`config.mk`:
```
export PLATFORM = sky130hd
export DESIGN_NAME = sos_cascade_sequencer
export DESIGN_NICKNAME = d
export VERILOG_FILES = /design/src/rtl/sos_cascade_sequencer_pkg.sv /design/src/rtl/sos_coef_bank.sv /design/src/rtl/sos_cascade_sequencer.sv
export SDC_FILE = /design/constraint.sdc
export NUM_CORES = 1
export LEC_CHECK = 0
export ABC_CLOCK_PERIOD_IN_PS = 1900
export CELL_PAD_IN_SITES_DETAIL_PLACEMENT = 1
export CELL_PAD_IN_SITES_GLOBAL_PLACEMENT = 2
export CORE_ASPECT_RATIO = 2
export CORE_UTILIZATION = 41
export DETAILED_ROUTE_END_ITERATION = 10
export HOLD_SLACK_MARGIN = 0.05
export PLACE_DENSITY = 0.8
export SKIP_CTS_REPAIR_TIMING = 1
export SLEW_MARGIN = 20
export SYNTH_ARGS = -nofsm -noshare
export SYNTH_HDL_FRONTEND = slang
export SYNTH_SLANG_ARGS = --single-unit
```
`constraint.sdc`:
```
create_clock -name clk -period 1.9 [get_ports clk]
set_input_delay 0.19 -clock clk [delete_from_list [all_inputs] [get_ports clk]]
set_output_delay 0.19 -clock clk [all_outputs]
set_load 0.1 [all_outputs]
```
`src/rtl/sos_cascade_sequencer_pkg.sv`:
```
// sos_cascade_sequencer_pkg: coefficient indices, FSM encoding and sizing helpers shared by the cascade sequencer
package sos_cascade_sequencer_pkg;
  localparam int COEF_B0   = 0;
  localparam int COEF_B1   = 1;
  localparam int COEF_B2   = 2;
  localparam int COEF_A1   = 3;
  localparam int COEF_A2   = 4;
  localparam int COEF_GAIN = 5;
  localparam int NUM_COEFS = 6;
  typedef enum logic [1:0] {S_IDLE, S_START, S_WAIT, S_OUT} state_t;
  function automatic int stage_w(int n);
    return (n > 1) ? $clog2(n) : 1;
  endfunction
  function automatic logic [31:0] coef_one(int w);
    return 32'd1 << (w - 2);
  endfunction
endpackage

```
`src/rtl/sos_coef_bank.sv`:
```
// sos_coef_bank: per-stage biquad coefficient register file, reset to pass-through
// ports: clk/reset (async active-low); we/wr_stage/wr_idx/wr_data write port; rd_stage -> rd_coefs (combinational)
module sos_coef_bank import sos_cascade_sequencer_pkg::*; #(
  parameter int COEF_SIZE  = 20,
  parameter int NUM_STAGES = 4,
  parameter int STAGE_W    = stage_w(NUM_STAGES)
) (
  input  logic                                clk,
  input  logic                                reset,
  input  logic                                we,
  input  logic [STAGE_W-1:0]                  wr_stage,
  input  logic [2:0]                          wr_idx,
  input  logic [COEF_SIZE-1:0]                wr_data,
  input  logic [STAGE_W-1:0]                  rd_stage,
  output logic [NUM_COEFS-1:0][COEF_SIZE-1:0] rd_coefs
);
  localparam logic [COEF_SIZE-1:0] ONE = COEF_SIZE'(coef_one(COEF_SIZE));
  localparam logic [NUM_COEFS-1:0][COEF_SIZE-1:0] PASS = {ONE, {(4*COEF_SIZE){1'b0}}, ONE};
  logic [NUM_COEFS-1:0][COEF_SIZE-1:0] bank [NUM_STAGES];
  logic hit;
  // out-of-range index or stage drops the write silently
  assign hit = we && int'(wr_idx) < NUM_COEFS && int'(wr_stage) < NUM_STAGES;
  always_ff @(posedge clk or negedge reset)
    if (!reset)
      for (int s = 0; s < NUM_STAGES; s++) bank[s] <= PASS;
    else if (hit)
      bank[wr_stage][wr_idx] <= wr_data;
  assign rd_coefs = bank[rd_stage];
endmodule

```
`src/rtl/sos_cascade_sequencer.sv`:
```
// sos_cascade_sequencer: runs one shared biquad datapath through NUM_STAGES sections per sample
// ports: sample path (data_in, sample_trig -> data_out, data_valid), status (busy, overrun, timeout_err, err_clr),
//        config (cfg_we, cfg_ready, cfg_addr={stage,idx}, cfg_data), datapath (dp_start, dp_stage, dp_data_in, dp_* coefs, dp_done, dp_data_out)
module sos_cascade_sequencer import sos_cascade_sequencer_pkg::*; #(
  parameter int COEF_SIZE  = 20,
  parameter int DATA_SIZE  = 24,
  parameter int NUM_STAGES = 4,
  parameter int TIMEOUT    = 255,
  localparam int STAGE_W   = stage_w(NUM_STAGES)
) (
  input  logic                 clk,
  input  logic                 reset,
  input  logic [DATA_SIZE-1:0] data_in,
  input  logic                 sample_trig,
  output logic [DATA_SIZE-1:0] data_out,
  output logic                 data_valid,
  output logic                 busy,
  output logic                 overrun,
  output logic                 timeout_err,
  input  logic                 err_clr,
  input  logic                 cfg_we,
  output logic                 cfg_ready,
  input  logic [STAGE_W+2:0]   cfg_addr,
  input  logic [COEF_SIZE-1:0] cfg_data,
  output logic                 dp_start,
  output logic [STAGE_W-1:0]   dp_stage,
  output logic [DATA_SIZE-1:0] dp_data_in,
  output logic [COEF_SIZE-1:0] dp_b0,
  output logic [COEF_SIZE-1:0] dp_b1,
  output logic [COEF_SIZE-1:0] dp_b2,
  output logic [COEF_SIZE-1:0] dp_a1,
  output logic [COEF_SIZE-1:0] dp_a2,
  output logic [COEF_SIZE-1:0] dp_gain,
  input  logic                 dp_done,
  input  logic [DATA_SIZE-1:0] dp_data_out
);
  localparam int CNT_W = $clog2(TIMEOUT + 1);
  state_t state, state_next;
  logic [DATA_SIZE-1:0] work;
  logic [STAGE_W-1:0] stage;
  logic [CNT_W-1:0] cnt;
  logic last, cnt_hit;
  logic [NUM_COEFS-1:0][COEF_SIZE-1:0] coefs;
  assign last       = stage == STAGE_W'(NUM_STAGES - 1);
  assign cnt_hit    = cnt == CNT_W'(TIMEOUT - 1);
  assign cfg_ready  = state == S_IDLE;
  assign busy       = !cfg_ready;
  assign data_valid = state == S_OUT;
  assign dp_stage   = stage;
  assign dp_b0      = coefs[COEF_B0];
  assign dp_b1      = coefs[COEF_B1];
  assign dp_b2      = coefs[COEF_B2];
  assign dp_a1      = coefs[COEF_A1];
  assign dp_a2      = coefs[COEF_A2];
  assign dp_gain    = coefs[COEF_GAIN];
  sos_coef_bank #(.COEF_SIZE(COEF_SIZE), .NUM_STAGES(NUM_STAGES), .STAGE_W(STAGE_W)) u_bank (
    .clk      (clk),
    .reset    (reset),
    .we       (cfg_we && cfg_ready),
    .wr_stage (cfg_addr[STAGE_W+2:3]),
    .wr_idx   (cfg_addr[2:0]),
    .wr_data  (cfg_data),
    .rd_stage (stage),
    .rd_coefs (coefs)
  );
  always_ff @(posedge clk or negedge reset)
    if (!reset) state <= S_IDLE;
    else        state <= state_next;
  always_comb begin
    state_next = state;
    case (state)
      S_IDLE:  state_next = sample_trig ? S_START : S_IDLE;
      S_START: state_next = S_WAIT;
      S_WAIT:  state_next = dp_done ? (last ? S_OUT : S_START) : (cnt_hit ? S_IDLE : S_WAIT);
      default: state_next = S_IDLE;
    endcase
  end
  // dp_start is registered, so it rises with the first WAIT cycle and dp_stage/dp_data_in are already stable
  always_ff @(posedge clk or negedge reset)
    if (!reset) begin
      work        <= '0;
      stage       <= '0;
      cnt         <= '0;
      dp_start    <= 1'b0;
      dp_data_in  <= '0;
      data_out    <= '0;
      overrun     <= 1'b0;
      timeout_err <= 1'b0;
    end else begin
      dp_start <= state == S_START;
      if (state == S_IDLE && sample_trig) begin
        work  <= data_in;
        stage <= '0;
      end
      if (state == S_START) begin
        dp_data_in <= work;
        cnt        <= '0;
      end
      if (state == S_WAIT) begin
        if (dp_done) begin
          work <= dp_data_out;
          if (last) data_out <= dp_data_out;
          else      stage <= stage + STAGE_W'(1);
        end else cnt <= cnt + CNT_W'(1);
      end
      overrun     <= (sample_trig && busy) || (overrun && !err_clr);
      timeout_err <= (state == S_WAIT && !dp_done && cnt_hit) || (timeout_err && !err_clr);
    end
endmodule

```
==> results of run 1 <==
[per-stage QoR]
stage                     setup TNS, ns  worst slack, ns  utilization, %  instance area [µm²]
after floorplan                  -19.81           -0.212               -                24700
after global placement            -9.54          -0.0866            50.7                29900
after detailed placement         -22.13           -0.136            50.7                29900
after CTS                        -63.37           -0.622            53.6                31600
after global routing             -66.40           -0.594            54.1                31900
final                            -59.67           -0.552            54.1                31900
[synth_stat cells (all sizes together), types with 2 or more instances]
cell / count
clkbuf: 60
o21ai: 27
nand2: 129
dfrtp: 559
dfstp: 8
buf: 75
inv: 4
mux2i: 30
nand4: 3
mux4: 120
or3b: 2
mux2: 504
and2: 2
nor4b: 4
nand3: 4
ha: 3
and4bb: 4
[critical path, stage by stage, from the launching register on]
cell and delay [ns]:
dfrtp_4 0.52, buf_12 0.15, clkbuf_16 0.16, buf_6 0.12, mux4_2 0.49, buf_12 0.20
[registers in the layout, summed over array words and instances, names as in the netlist]
register,cells
overrun,1
work,24
dp_data_in,24
data_out,24
u_bank.bank,480
dp_stage,2
state,2
cnt,8
dp_start,1
timeout_err,1
[routing by layer]
layer	up-vias	share of wire (%)	GRT usage, %
met3	90	5.1	4.23
met1	7778	36	25.0
met4	0	2.8	8.04
met5	-	0	0
li1	6228	-	-
met2	359	56	41.4
[layout make-up]
cell class                      count  area share [%]
Clock inverter                     15           0.439
Timing Repair Buffer              377            16.9
Multi-Input combinational cell    848            30.3
Clock buffer                       81            4.80
Tap cell                          768            3.01
Inverter                            5          0.0588
Sequential cell                   567            44.5
[worst paths after layout]
| kind | end | depth (start not counted) |
|---|---|---|
| min in group clk | work[18] | 3 |
| max in group asynchronous | u_bank.bank[345] | 3 |
| max reg2reg | data_out[21] | 6 |
| min reg2reg | dp_data_in[14] | 2 |
| min | u_bank.bank[232] | 2 |
| max | dp_gain[18] | 5 |
[power by group]
| part | internal (W) | total (W) | switching [W] | leakage [nW] |
|---|---|---|---|---|
| combinational | 0.0123 | 0.0322 | 0.0200 | 6.70 |
| clock | 0.00571 | 0.0104 | 0.00467 | 0.818 |
| sequential | 0.0159 | 0.0180 | 0.00208 | 7.47 |
| total | 0.0339 | 0.0606 | 0.0267 | 15.0 |
[kinds of logic (layout without fill, tap and decap cells)]
kind of cell | count (synthesis) | in the layout | synth area share, %
fa+ha+maj | 3 | 3 | 0.153
buf+inv | 140 | 478 | 2.57
simple gates | 157 | 157 | 3.03
compound gates | 34 | 34 | 0.787
flops | 567 | 567 | 58.0
mux | 654 | 654 | 35.5
==> results.md, run 1 <==
- RSZ-0062 raised after global routing: true
- CP Launch Type: register
- Via-to-Cell Ratio: 5.43
- Total power: 0.0606 W
- Critical R2R Launch: dp_stage[0]
- Final hold slack: 0.0420 ns
- Buffers on Ports: 254
- Area contributors post-synth: dfrtp_1, mux2_2, mux4_2, nand2_1, buf_2
- Filler cells: 5480
- Register bit total from synthesis: 567
- Wire per inst: 24.6 µm
- Fraction of layout cells with a size suffix above 1: 53.2%
- Vias in the first global route: 17019
- Via count: 14455
- Clock slew at reported path FFs: 0.06 ns
- Most common cell after layout, fill and taps aside: dfrtp_1
- Htree depth: 2
- Total routed wirelength: 65.5 mm
- First-pass DRT Iterations: 4
- Post-Syn Nets: 1637
- Die H: 348 µm
- Total track usage: 22.3%
- Setup Skew: 0.0178 ns
- Cell area after synthesis: 0.0245 mm²
- Clock latency on the worst-skew pair: 0.61 ns
- Register area share after synthesis: 58.0%
- Crit Path Max Fanout: 7
- Fin. Hold Viols: 0
- Yosys warns: 0
- Clk buf depth: 3
- DRC: 0
- Die area: 0.0607 mm²
- Tcrit/Tclk final: 129%
- CORE AREA: 0.0590 mm²
- Largest area contributor in the netlist: dfrtp_1
- Setup slack, reg-to-reg: 0.10 ns
- Combined area of the multi-input logic cells: 0.00966 mm²
- Leak pwr: 15.0 nW
- Status: complete, but fails checks
- Post-Syn Instances: 1555
- Final Setup Violations: 120
- Yosys cell types: 41
- Hpwl dp: 44.1 mm
- Max IR drop VDD: 1.20 mV
- Clock sinks: 567
- DP Cell Count: 2544
- Area grow syn2layout: 30.3%
- Violated checks: negative setup slack
- Antenna diode count: 0
- CP Capture Type: primary output
- Most frequent cells in the layout: dfrtp_1, mux2_2, buf_12
- Ys flop type: dfrtp_1
- Max-Cap Viols: 0
- Width of the chip: 175 µm
- WS Path Type: reg -> out
- Number of buffers created by CTS: 52
- Row count: 126
- Initial drt markers: 614
- CTS root buf: clkbuf_16
- Ys async rst share: 100%
- CP Data Arrival Time: 2.26 ns
- Actual slew at the worst max-slew pin: 0.557 ns
- Non-Filler Instances: 2661
- Grt ovf: 0
- # IOs: 255
- Initial Util: 41.5%
- CTS tree: done
- Post-synth EDFFs: 0
- Synth top area share: 57.1%
- Pin count of the biggest net entering global routing: 92
- Worst Slack Setup Final: -0.552 ns
- Slew Viols, Final: 0
- GP Congestion: 0.748
- Crit path time final: 2.45 ns
- Maximum clock rate: 0.408 GHz
- Antenna violations before repair: 0
- Max transition margin: 62.9%
- Sequential cell area: 0.0142 mm²
- ANT nets after route: 0
- WP data required: 1.71 ns
- First-pass GRT wire length: 103 mm
- Synthesized area per cell: 15.7 µm²
- Final Net Count: 1933
- Worst Setup SP: dp_stage[0]
- Hold/Removal Path Class: in -> async
- PD cells: 1900 mW/mm²
No activity file was read; power rests on OpenSTA's default activity.
==> run 2, diff against run 1 <==
- CAP_MARGIN: default -> 30
==> results of run 2 <==
Final layout, timing and power as in run 1 (identical DEF).
